==> src/rtl/adder_pkg.sv <==
// Shared types and elaboration helpers for the chunked serial adder.
package adder_pkg;

    typedef enum logic {
        IDLE = 1'b0,
        RUN  = 1'b1
    } state_t;

    function automatic int nchunk(input int width, input int chunk);
        return width / chunk;
    endfunction

    // A single-chunk datapath still needs a one-bit counter.
    function automatic int cnt_width(input int n);
        return (n <= 1) ? 1 : $clog2(n);
    endfunction

endpackage

==> src/rtl/rca_chunk.sv <==
// CHUNK-bit ripple-carry slice; exposes the carry into its top bit for overflow.
// Latency: combinational.
// Backpressure: none, pure function of inputs.
module rca_chunk #(
    parameter int CHUNK = 4
) (
    input  logic [CHUNK-1:0] a,
    input  logic [CHUNK-1:0] b,
    input  logic             cin,
    output logic [CHUNK-1:0] s,
    output logic             cout,
    output logic             c_msb_in
);

    logic [CHUNK:0] c;

    always_comb begin
        c    = '0;
        s    = '0;
        c[0] = cin;
        for (int i = 0; i < CHUNK; i++) begin
            s[i]   = a[i] ^ b[i] ^ c[i];
            c[i+1] = (a[i] & b[i]) | (c[i] & (a[i] ^ b[i]));
        end
    end

    assign cout     = c[CHUNK];
    assign c_msb_in = c[CHUNK-1];

endmodule

==> src/rtl/chunked_serial_adder.sv <==
// Multi-cycle WIDTH-bit add/sub, CHUNK bits per clock through one shared ripple slice.
// Latency: WIDTH/CHUNK+1 edges from accepted start to the done pulse.
// Backpressure: start is ignored (not queued) while busy; accepted again in the done cycle.
module chunked_serial_adder
    import adder_pkg::*;
#(
    parameter int WIDTH = 16,
    parameter int CHUNK = 4
) (
    input  logic             clock,
    input  logic             reset,
    input  logic             start,
    input  logic             sub,
    input  logic [WIDTH-1:0] a,
    input  logic [WIDTH-1:0] b,
    input  logic             cin,
    output logic             busy,
    output logic             done,
    output logic [WIDTH-1:0] s,
    output logic             cout,
    output logic             ovf
);

    localparam int NCHUNK = nchunk(WIDTH, CHUNK);
    localparam int CW     = cnt_width(NCHUNK);

    if ((CHUNK < 1) || ((WIDTH % CHUNK) != 0)) begin : g_param_check
        $error("chunked_serial_adder: WIDTH must be a non-zero multiple of CHUNK");
    end

    state_t           state, state_nxt;
    logic [CW-1:0]    cnt;
    logic [WIDTH-1:0] a_q, b_q;
    logic             carry;
    logic             accept, last;

    logic [31:0]      base;
    logic [CHUNK-1:0] sl_a, sl_b, sl_s;
    logic             sl_cout, sl_cmsb;
    logic [WIDTH-1:0] s_nxt;

    // Slices are picked by shifting rather than part-selecting with the counter.
    assign base  = 32'(cnt) * 32'(CHUNK);
    assign sl_a  = CHUNK'(a_q >> base);
    assign sl_b  = CHUNK'(b_q >> base);
    assign s_nxt = (s & ~(WIDTH'({CHUNK{1'b1}}) << base)) | (WIDTH'(sl_s) << base);

    rca_chunk #(.CHUNK(CHUNK)) u_slice (
        .a        (sl_a),
        .b        (sl_b),
        .cin      (carry),
        .s        (sl_s),
        .cout     (sl_cout),
        .c_msb_in (sl_cmsb)
    );

    always_ff @(posedge clock or posedge reset) begin
        if (reset) state <= IDLE;
        else       state <= state_nxt;
    end

    always_comb begin
        state_nxt = state;
        accept    = 1'b0;
        last      = 1'b0;
        case (state)
            IDLE: begin
                if (start) begin
                    accept    = 1'b1;
                    state_nxt = RUN;
                end
            end
            RUN: begin
                if (cnt == CW'(NCHUNK - 1)) begin
                    last      = 1'b1;
                    state_nxt = IDLE;
                end
            end
            default: state_nxt = IDLE;
        endcase
    end

    always_ff @(posedge clock or posedge reset) begin
        if (reset) begin
            a_q   <= '0;
            b_q   <= '0;
            carry <= 1'b0;
            cnt   <= '0;
            s     <= '0;
            cout  <= 1'b0;
            ovf   <= 1'b0;
            done  <= 1'b0;
        end else begin
            done <= last;
            if (accept) begin
                // Subtraction is a + ~b + ~borrow, so fold sub into B and the carry.
                a_q   <= a;
                b_q   <= b ^ {WIDTH{sub}};
                carry <= cin ^ sub;
                s     <= '0;
                cnt   <= '0;
            end else if (state == RUN) begin
                s     <= s_nxt;
                carry <= sl_cout;
                cnt   <= last ? '0 : cnt + 1'b1;
                if (last) begin
                    cout <= sl_cout;
                    ovf  <= sl_cmsb ^ sl_cout;
                end
            end
        end
    end

    assign busy = (state == RUN);

endmodule

==> config.mk <==
export PLATFORM = sky130hd
export DESIGN_NAME = chunked_serial_adder
export DESIGN_NICKNAME = d
export VERILOG_FILES = /design/src/rtl/adder_pkg.sv /design/src/rtl/rca_chunk.sv /design/src/rtl/chunked_serial_adder.sv
export SDC_FILE = /design/constraint.sdc
export NUM_CORES = 1
export LEC_CHECK = 0
export BUFFER_PORTS_ARGS = -buffer_cell sky130_fd_sc_hd__buf_2
export CORE_MARGIN = 2
export CORE_UTILIZATION = 50
export DETAILED_ROUTE_END_ITERATION = 10
export PLACE_DENSITY_LB_ADDON = 0.15
export SLEW_MARGIN = 20
export SYNTH_ARGS = -nofsm -noshare
export SYNTH_HDL_FRONTEND = slang
export SYNTH_SLANG_ARGS = --single-unit
==> constraint.sdc <==
create_clock -name clock -period 6.2 [get_ports clock]
set_input_delay 0 -clock clock [delete_from_list [all_inputs] [get_ports clock]]
set_output_delay 0 -clock clock [all_outputs]
set_load 0.005 [all_outputs]
==> reports/qor.yml, run 1 <==
synthesis:
  netlist_area_um2: 2810
  synth_top_area_cell: "dfrtp_1"
  yosysSeqAreaShare_pct: 49.1
  synth.area.top_cells: "dfrtp_1, mux2_4, mux4_2, xor2_1, fa_1"
  ys_seq_elements: 55
  ys_types: 31
  syn_nets: 230
  yosys.area.top_type_share_pct: 49.1
  synth.avg_cell_area_um2: 15.2
  synth_cells: 185
  yosysWarnings: 0
clocking:
  cts_tree: "done"
  clkSinkCount: 55
  clock_latency_ns: 0.30
  cts_setup_buffers: 0
  root_buffer: "clkbuf_8"
  htree_levels: 2
  ctsHoldBuffers: 17
  cts_made_buffers: 5
  clk_pin_slew_ns: 0.09
  cts.repair.resized: 0
  clock_path_buffers: 2
flow_run:
  drv_cap: 0
route:
  via_per_inst: 5.05
  drt_wl_total_um: 5060
  detail_route.wl_per_cell_um: 15.4
  drc: 0
  ant_nets: 0
  vias: 1655
  first_pass_iters: 4
  drt_iter0_drc: 46
setup_path:
  worstPathRequired_ns: 6.39
  ff2ff_path_depth: 9
  crit_fanout: 19
  crit_path_end_kind: "flip-flop"
  crit_start: "cnt[1]$_DFFE_PP0P_"
  start_kind: "flip-flop"
  r2r-end: "ovf$_DFFE_PP0P_"
  arrival_ns: 3.26
  r2r_start: "cnt[1]$_DFFE_PP0P_"
  ff2ff_setup_slack_ns: 3.12
  criticalPathCategory: "flip-flop to flip-flop"
floorplan:
  die_w_um: 78.9
  dieArea_um2: 6230
  pin_count: 57
  fp.dieH_um: 78.9
  start_util_pct: 51.3
  core-area_um2: 5470
  rows: 27
timing:
  setup_tns_ns: 0
  period_minus_slack_ns: 3.08
  maxSlewViolCount: 0
  setup-violations-final: 0
  skew_ns: 0.00560
  worst_pin_slew_ns: 0.730
  slew_headroom_pct: 51.3
  hold_viol: 0
  fmax_mhz: 325
  worst_slack_ns: 3.12
  rsz0062_at_grt: "false"
  finalCritPeriodShare_pct: 49.7
finish:
  fillCellCount: 453
  drive_gt1_share_pct: 42.2
  syn2layout_area_growth_pct: 19.0
  multi_input_area_um2: 1280
  final_common_cell: "buf_2"
  most-common-layout-cells: "buf_2, dfrtp_1, mux2_4, xor2_1, dlygate4sd3_1"
  final-seq-area_um2: 1380
  stdcell_count: 328
  final_util_pct: 61.0
  final_nets: 300
  num_antenna_cells: 0
worst_hold_path:
  min_from: "start"
  hold_depth: 2
  holdPathEnd: "cnt[1]$_DFFE_PP0P_"
  hold_class: "input pin to flip-flop"
place:
  gp_congestion: 0.745
  dp_slack_ns: 3.10
  hpwlAfterDp_um: 3520
  port_buffers: 56
  dp_cells: 303
power:
  swShare_pct: 35.3
  ir_drop_mv: 0.216
  p_sw_mw: 0.621
  power_mw: 1.76
  internal_power_mw: 1.14
  leakagePower_nw: 1.64
  power_frac_seq_pct: 37.6
  power.density_nw_per_um2: 528
  clkPwrFrac_pct: 10.7
  pwr-share-comb_pct: 51.7
global_route:
  grtUsageTotal_pct: 18.1
  grt_overflow: 0
  grt_first_pass_wirelength_um: 8560
  antenna_found_initial: 0
  grt_max_degree: 56
  first_global_vias: 1682
outcome:
  status: "complete, no violations"
power by group through the flow:
stage	clock, mW	sequential (mW)	combinational [mW]
after detailed placement	0	0.673	0.916
final	0.188	0.663	0.910
after CTS	0.194	0.667	0.925
after global placement	0	0.671	0.891
after floorplan	0	0.617	0.756
after global routing	0.211	0.686	1.02
stage by stage:
step	hold slack, ns	area (um2)
finish	0.00731	3340
global route	0.0389	3340
CTS	0.00303	3340
detailed placement	0.233	3090
global placement	0.226	3090
floorplan	0.148	2810
flip-flops by register name (all words and copies together) (netlist names):
name	flops
ovf	1
carry	1
s	16
busy	1
done	1
b_q	16
cout	1
cnt	2
a_q	16
cell usage after synthesis, drive strengths merged:
cell,count
a211o,1
a21o,1
a21oi,1
a22o,8
and2,1
and3,1
and3b,2
buf,11
clkbuf,2
dfrtp,55
fa,4
ha,4
inv,10
mux2,34
mux2i,4
mux4,8
nand2,2
nand3,1
nand3b,2
nor2,1
nor2b,1
nor3b,3
o2bb2ai,8
o31ai,1
or3b,1
xor2,18
cell type report:
type / instances / share of cell area [%]
Clock inverter: 1 / 0.150
Multi-Input combinational cell: 107 / 38.3
Inverter: 10 / 1.12
Tap cell: 72 / 2.70
Sequential cell: 55 / 41.2
Clock buffer: 7 / 2.29
Timing Repair Buffer: 76 / 14.2
kinds of logic (layout without fill, tap and decap cells):
family / count (synthesis) / count (layout) / synth area share, %
AND/OR/NAND/NOR: 15 / 15 / 3.79
adder cells (fa/ha/maj): 8 / 8 / 4.64
XOR/XNOR: 18 / 18 / 5.62
buffers and inverters: 23 / 94 / 5.35
flip-flops: 55 / 55 / 49.1
AO/OA/AOI/OAI: 20 / 20 / 6.02
multiplexers: 46 / 46 / 25.5
worst max-delay path, cell delays in order (launching register included):
cell,delay [ns]
dfrtp_1,0.77
mux4_2,0.40
inv_1,0.09
fa_1,0.19
fa_1,0.18
inv_1,0.05
fa_1,0.42
fa_1,0.43
xor2_1,0.18
mux2_2,0.27
how the worst max path moves through the flow:
| stage | end |
|---|---|
| 4_1_cts | ovf$_DFFE_PP0P_ |
| 5_1_grt | ovf$_DFFE_PP0P_ |
| 3_5_place_dp | ovf$_DFFE_PP0P_ |
| 2_1_floorplan | ovf$_DFFE_PP0P_ |
| 3_3_place_gp | ovf$_DFFE_PP0P_ |
| 6_report | ovf$_DFFE_PP0P_ |
per-layer routing:
layer / global-route usage [%] / wire (um)
met2: 29.1 / 2460
met3: 4.20 / 201
met4: 5.34 / 78
met5: 0 / 0
met1: 24.9 / 2320
Power figures use the tool's default switching activity.
==> run 2, diff against run 1 <==
--- a/config.mk
+++ b/config.mk
@@ -7,7 +7,7 @@
 export LEC_CHECK = 0
 export BUFFER_PORTS_ARGS = -buffer_cell sky130_fd_sc_hd__buf_2
 export CORE_MARGIN = 2
-export CORE_UTILIZATION = 50
+export CORE_UTILIZATION = 49
 export DETAILED_ROUTE_END_ITERATION = 10
 export PLACE_DENSITY_LB_ADDON = 0.15
 export SLEW_MARGIN = 20
==> constraint.sdc (replaced) <==
create_clock -name clock -period 2.6 [get_ports clock]
set_input_delay 0 -clock clock [delete_from_list [all_inputs] [get_ports clock]]
set_output_delay 0 -clock clock [all_outputs]
set_load 0.005 [all_outputs]
==> run 2 against run 1 <==
The run now ends with setup timing left; cell area rose by 3.2%; maximum frequency rose by 16%; first-iteration DRC count fell by 52%; critical endpoint unchanged; highest routed layer unchanged.
==> reports/qor.yml, run 2 (synthesis gave the netlist of run 1 again) <==
outcome:
  status: "finished, violations left"
  violations: "setup timing"
power:
  power_frac_seq_pct: 33.7  # -3.9 points
  power_mw: 4.55  # +160%
  swShare_pct: 34.4  # -0.84 points
  ir_drop_mv: 0.712  # +230%
  clkPwrFrac_pct: 12.9  # +2.2 points
  internal_power_mw: 2.98  # +160%
  p_sw_mw: 1.57  # +150%
  pwr-share-comb_pct: 53.4  # +1.7 points
  leakagePower_nw: 1.69  # +3.1%
  power.density_nw_per_um2: 1320  # +150%
timing:
  hold_ws_ns: 0.0707  # +0.0634 ns
  finalCritPeriodShare_pct: 102  # +53 points
  period_minus_slack_ns: 2.66  # -0.418 ns
  setup_tns_ns: -0.195  # -0.195 ns
  rsz0062_at_grt: "true"
  slew_headroom_pct: 60.9  # +9.6 points
  worst_pin_slew_ns: 0.586  # -0.145 ns
  setup-violations-final: 6  # +6
  skew_ns: 0.00780  # +0.00220 ns
  hold_viol: 0  # unchanged
  maxSlewViolCount: 0  # unchanged
  fmax_mhz: 376  # +16%
  worst_slack_ns: -0.0611  # -3.18 ns
setup_path:
  start_kind: "flip-flop"
  crit_fanout: 4  # -15
  worstPathRequired_ns: 2.80  # -3.59 ns
  criticalPathCategory: "flip-flop to flip-flop"
  arrival_ns: 2.86  # -0.40 ns
  crit_path_end_kind: "flip-flop"
  r2r_start: "cnt[0]$_DFFE_PP0P_"
  crit_start: "cnt[0]$_DFFE_PP0P_"
  ff2ff_setup_slack_ns: -0.06  # -3.18 ns
place:
  dp_slack_ns: -0.0783  # -3.18 ns
  hpwlAfterDp_um: 3880  # +10%
  dpl_cell_area_um2: 3150  # +1.9%
  dp_cells: 310  # +2.3%
  port_buffers: 56  # unchanged
  gp_congestion: 0.777  # +4.2%
floorplan:
  fp.dieH_um: 79.7  # +0.96%
  rows: 27  # unchanged
  core-area_um2: 5510  # +0.62%
  start_util_pct: 50.9  # -0.31 points
  die_w_um: 79.7  # +0.96%
  dieArea_um2: 6350  # +1.9%
  pin_count: 57  # unchanged
route:
  ant_nets: 0  # unchanged
  first_pass_iters: 4  # unchanged
  detail_route.wl_per_cell_um: 15.5  # +0.34%
  drc: 0  # unchanged
  vias: 1692  # +2.2%
  drt_iter0_drc: 22  # -52%
  drt_wl_total_um: 5200  # +2.8%
  via_per_inst: 5.04  # -0.20%
clocking:
  cts_made_buffers: 5  # unchanged
  htree_levels: 2  # unchanged
  clock_path_buffers: 2  # unchanged
  clkSinkCount: 55  # unchanged
  root_buffer: "clkbuf_8"
  clk_pin_slew_ns: 0.10  # about the same
  clock_latency_ns: 0.31  # about the same
  cts_tree: "done"
global_route:
  grtUsageTotal_pct: 18.2  # +0.072 points
  grt_first_pass_wirelength_um: 8770  # +2.5%
  first_global_vias: 1751  # +4.1%
  grt_overflow: 0  # unchanged
  antenna_found_initial: 0  # unchanged
  grt_max_degree: 29  # -48%
finish:
  final_util_pct: 62.6  # +1.6 points
  most-common-layout-cells: "buf_2, dfrtp_1, mux2_4, xor2_1, dlygate4sd3_1"
  fillCellCount: 422  # -6.8%
  stdcell_count: 336  # +2.4%
  num_antenna_cells: 0  # unchanged
  final_nets: 308  # +2.7%
  drive_gt1_share_pct: 47.0  # +4.8 points
  final_common_cell: "buf_2"
  syn2layout_area_growth_pct: 22.8
  top_regs: "a_q: 16 flops, b_q: 16 flops, s: 16 flops"
  finalInstanceArea_um2: 3440  # +3.2%
worst_hold_path:
  min_from: "b[0]"
  hold_class: "input pin to flip-flop"
flow_run:
  drv_cap: 0  # unchanged
==> run 2: layer usage <==
layer | track usage, % | part of all wire, % | vias up
met2 | 29.4 | 48 | 41
met5 | 0 | 0 | -
met4 | 4.66 | 0.98 | 0
met3 | 3.85 | 3.7 | 5
li1 | - | - | 810
met1 | 25.2 | 47 | 836
==> run 2: area by class of cell <==
| class | count | area (um2) | area share (%) |
|---|---|---|---|
| flip-flops and latches | 55 | 1380 | 40.0 |
| inverters | 10 | 37.5 | 1.09 |
| repair buffers | 84 | 536 | 15.5 |
| clock buffers | 6 | 82.6 | 2.40 |
| well taps | 72 | 90.1 | 2.62 |
| multi-input cells | 107 | 1290 | 37.3 |
| clock inverters | 2 | 35.0 | 1.02 |
==> run 2: worst max-delay path: stages (launching register included) <==
cell and delay, ns:
dfrtp_2 0.42, mux4_2 0.51, inv_2 0.07, fa_2 0.20, fa_1 0.18, inv_2 0.04, fa_2 0.35, fa_2 0.36
xor2_1 0.16, mux2_2 0.25
==> run 2: final timing paths <==
path	end	depth (start not counted)
worst max-delay path	ovf$_DFFE_PP0P_	9
min in group asynchronous	a_q[1]$_DFFE_PP0P_	3
worst min-delay path	b_q[0]$_DFFE_PP0P_	3
worst min register to register	s[4]$_DFFE_PP0P_	1
worst max register to register	ovf$_DFFE_PP0P_	9
max in group asynchronous	ovf$_DFFE_PP0P_	4
==> run 2: power groups by stage <==
stage	Sequential (mW)	Combinational (mW)	Clock, mW
global placement	1.55	2.35	0
CTS	1.54	2.45	0.603
floorplan	1.47	1.87	0
global route	1.59	2.67	0.633
detailed placement	1.55	2.42	0
finish	1.53	2.43	0.585
==> run 2: timing repair <==
action | in CTS | in global routing
setup endpoints to repair | 6 | 7
hold endpoints to repair | 44 | 0
hold buffers | 18 | 0
setup buffers | 0 | 0
resized for setup | 1 | 2
==> run 3, diff against run 2 <==
--- a/config.mk
+++ b/config.mk
@@ -5,6 +5,7 @@
 export SDC_FILE = /design/constraint.sdc
 export NUM_CORES = 1
 export LEC_CHECK = 0
+export ABC_CLOCK_PERIOD_IN_PS = 2600
 export BUFFER_PORTS_ARGS = -buffer_cell sky130_fd_sc_hd__buf_2
 export CORE_MARGIN = 2
 export CORE_UTILIZATION = 49
==> constraint.sdc (replaced) <==
create_clock -name clock -period 2.6 [get_ports clock]
set_input_delay 0.26 -clock clock [delete_from_list [all_inputs] [get_ports clock]]
set_output_delay 0.26 -clock clock [all_outputs]
set_load 0.005 [all_outputs]
==> run 3 against run 2 <==
The flow finishes with violations (hold timing, setup timing); sequential share of layout area increased by 2.2 points; global-route usage decreased by 1.1 points; largest cell class unchanged; cell area decreased by 5.2%; setup slack got worse by 0.012 ns; clock skew increased by 0.0023 ns; sequential power about the same; count of clock-buffer cells in the layout decreased by 1; combinational power decreased by 2%; wire length decreased by 6.7%.
==> reports/qor.yml, run 3 (synthesis gave the netlist of run 1 again) <==
clocking:
  clock_latency_ns: 0.30  # about the same
  cts_made_buffers: 5  # unchanged
  clock_path_buffers: 2  # unchanged
  cts_tree: "done"
  clk_pin_slew_ns: 0.10  # about the same
  root_buffer: "clkbuf_8"
  clkSinkCount: 55  # unchanged
  ctsHoldBuffers: 0  # -18
  htree_levels: 2  # unchanged
power:
  ir_drop_mv: 0.626  # -12%
  power.density_nw_per_um2: 1360  # +3.4%
  swShare_pct: 34.4  # about the same
  clkPwrFrac_pct: 12.3  # -0.6 points
  power_mw: 4.46  # -1.9%
  internal_power_mw: 2.92  # -1.9%
  power_frac_seq_pct: 34.4  # +0.7 points
  leakagePower_nw: 1.61  # -4.7%
  pwr-share-comb_pct: 53.3  # about the same
  p_sw_mw: 1.53  # -2.0%
flow_run:
  drv_cap: 0  # unchanged
floorplan:
  dieArea_um2: 6350  # unchanged
  fp.dieH_um: 79.7  # unchanged
  rows: 27  # unchanged
  core-area_um2: 5510  # unchanged
  start_util_pct: 50.9  # unchanged
  pin_count: 57  # unchanged
  die_w_um: 79.7  # unchanged
global_route:
  antenna_found_initial: 0  # unchanged
  first_global_vias: 1663  # -5.0%
  grtUsageTotal_pct: 17.1  # -1.1 points
  grt_max_degree: 30  # +3.4%
  grt_first_pass_wirelength_um: 8230  # -6.1%
  grt_overflow: 0  # unchanged
route:
  vias: 1615  # -4.6%
  drt_iter0_drc: 56  # +150%
  drc: 0  # unchanged
  detail_route.wl_per_cell_um: 15.3  # -1.1%
  via_per_inst: 5.09  # +1.2%
  ant_nets: 0  # unchanged
  first_pass_iters: 4  # unchanged
  drt_wl_total_um: 4850  # -6.7%
timing:
  skew_ns: 0.0101  # +0.00226 ns
  finalCritPeriodShare_pct: 103  # +0.47 points
  period_minus_slack_ns: 2.67  # +0.0123 ns
  setup-violations-final: 6  # unchanged
  rsz0062_at_grt: "true"
  hold_viol: 4  # +4
  maxSlewViolCount: 0  # unchanged
  worst_slack_ns: -0.0735  # -0.0123 ns
  setup_tns_ns: -0.258  # -0.0630 ns
  fmax_mhz: 374  # -0.46%
  slew_headroom_pct: 61.6  # +0.66 points
  worst_pin_slew_ns: 0.576  # -0.00990 ns
  hold_ws_ns: -0.00198  # -0.0727 ns
outcome:
  violations: "hold timing, setup timing"
  status: "finished, violations left"
place:
  dp_slack_ns: -0.104  # -0.0261 ns
  hpwlAfterDp_um: 3780  # -2.5%
  dpl_cell_area_um2: 3160  # +0.40%
  port_buffers: 56  # unchanged
  gp_congestion: 0.778  # +0.21%
  dp_cells: 310  # unchanged
finish:
  most-common-layout-cells: "buf_2, dfrtp_1, mux2_4, xor2_1, buf_4"
  final_common_cell: "buf_2"
  fillCellCount: 453  # +7.3%
  syn2layout_area_growth_pct: 16.4
  finalInstanceArea_um2: 3270  # -5.2%
  final_util_pct: 59.3  # -3.2 points
  num_antenna_cells: 0  # unchanged
  top_regs: "a_q: 16 flops, b_q: 16 flops, s: 16 flops"
  stdcell_count: 317  # -5.7%
  drive_gt1_share_pct: 49.4  # +2.4 points
  final_nets: 290  # -5.8%
setup_path:
  crit_path_end_kind: "flip-flop"
  crit_fanout: 4  # unchanged
  start_kind: "flip-flop"
  ff2ff_path_depth: 9  # unchanged
  criticalPathCategory: "flip-flop to flip-flop"
  arrival_ns: 2.86  # about the same
  worstPathRequired_ns: 2.79  # about the same
worst_hold_path:
  hold_class: "input pin to async pin"
## run 3: cell type report
type,instances,area (um2),area share [%]
flip-flops and latches,55,1380,42.2
multi-input cells,107,1290,39.4
repair buffers,66,368,11.3
well taps,72,90.1,2.76
clock buffers,5,68.8,2.11
clock inverters,2,37.5,1.15
inverters,10,37.5,1.15
## run 3: power by group through the flow
stage	clock, mW	combinational [mW]	sequential [mW]
5_1_grt	0.597	2.63	1.59
3_3_place_gp	0	2.35	1.55
4_1_cts	0.560	2.41	1.54
2_1_floorplan	0	1.87	1.47
6_report	0.548	2.38	1.53
3_5_place_dp	0	2.41	1.55
## run 3: per-layer routing
| metal | global-route usage (%) | vias to the layer above | share of wire [%] |
|---|---|---|---|
| met5 | 0 | - | 0 |
| met4 | 3.62 | 0 | 0.87 |
| met1 | 24.2 | 803 | 46 |
| met3 | 3.51 | 5 | 4.4 |
| met2 | 27.4 | 39 | 48 |
| li1 | - | 768 | - |
## run 3: critical path, cell delays in order (launching register included)
cell and delay (ns):
dfrtp_2 0.43, mux4_2 0.52, inv_2 0.07, fa_2 0.20, fa_1 0.16, inv_1 0.05
fa_2 0.34, fa_2 0.36, xor2_1 0.16, mux2_2 0.25
## run 3: worst paths after layout
path | startpoint | end | slack, ns
max | cnt[0]$_DFFE_PP0P_ | ovf$_DFFE_PP0P_ | -0.07
min | reset | a_q[5]$_DFFE_PP0P_ | -0.002
max reg2reg | cnt[0]$_DFFE_PP0P_ | ovf$_DFFE_PP0P_ | -0.07
min reg2reg | s[0]$_DFFE_PP0P_ | s[0]$_DFFE_PP0P_ | 0.49
max in group asynchronous | reset | carry$_DFFE_PP0P_ | 2.05
min in group clock | a[5] | a_q[5]$_DFFE_PP0P_ | 0.18
## run 3: what timing repair did
action / in CTS / in global routing
setup endpoints to repair: 6 / 7
resized for setup: 1 / 0
setup buffers: 0 / 0
cloned: 0 / 0
hold endpoints to repair: 0 / 0
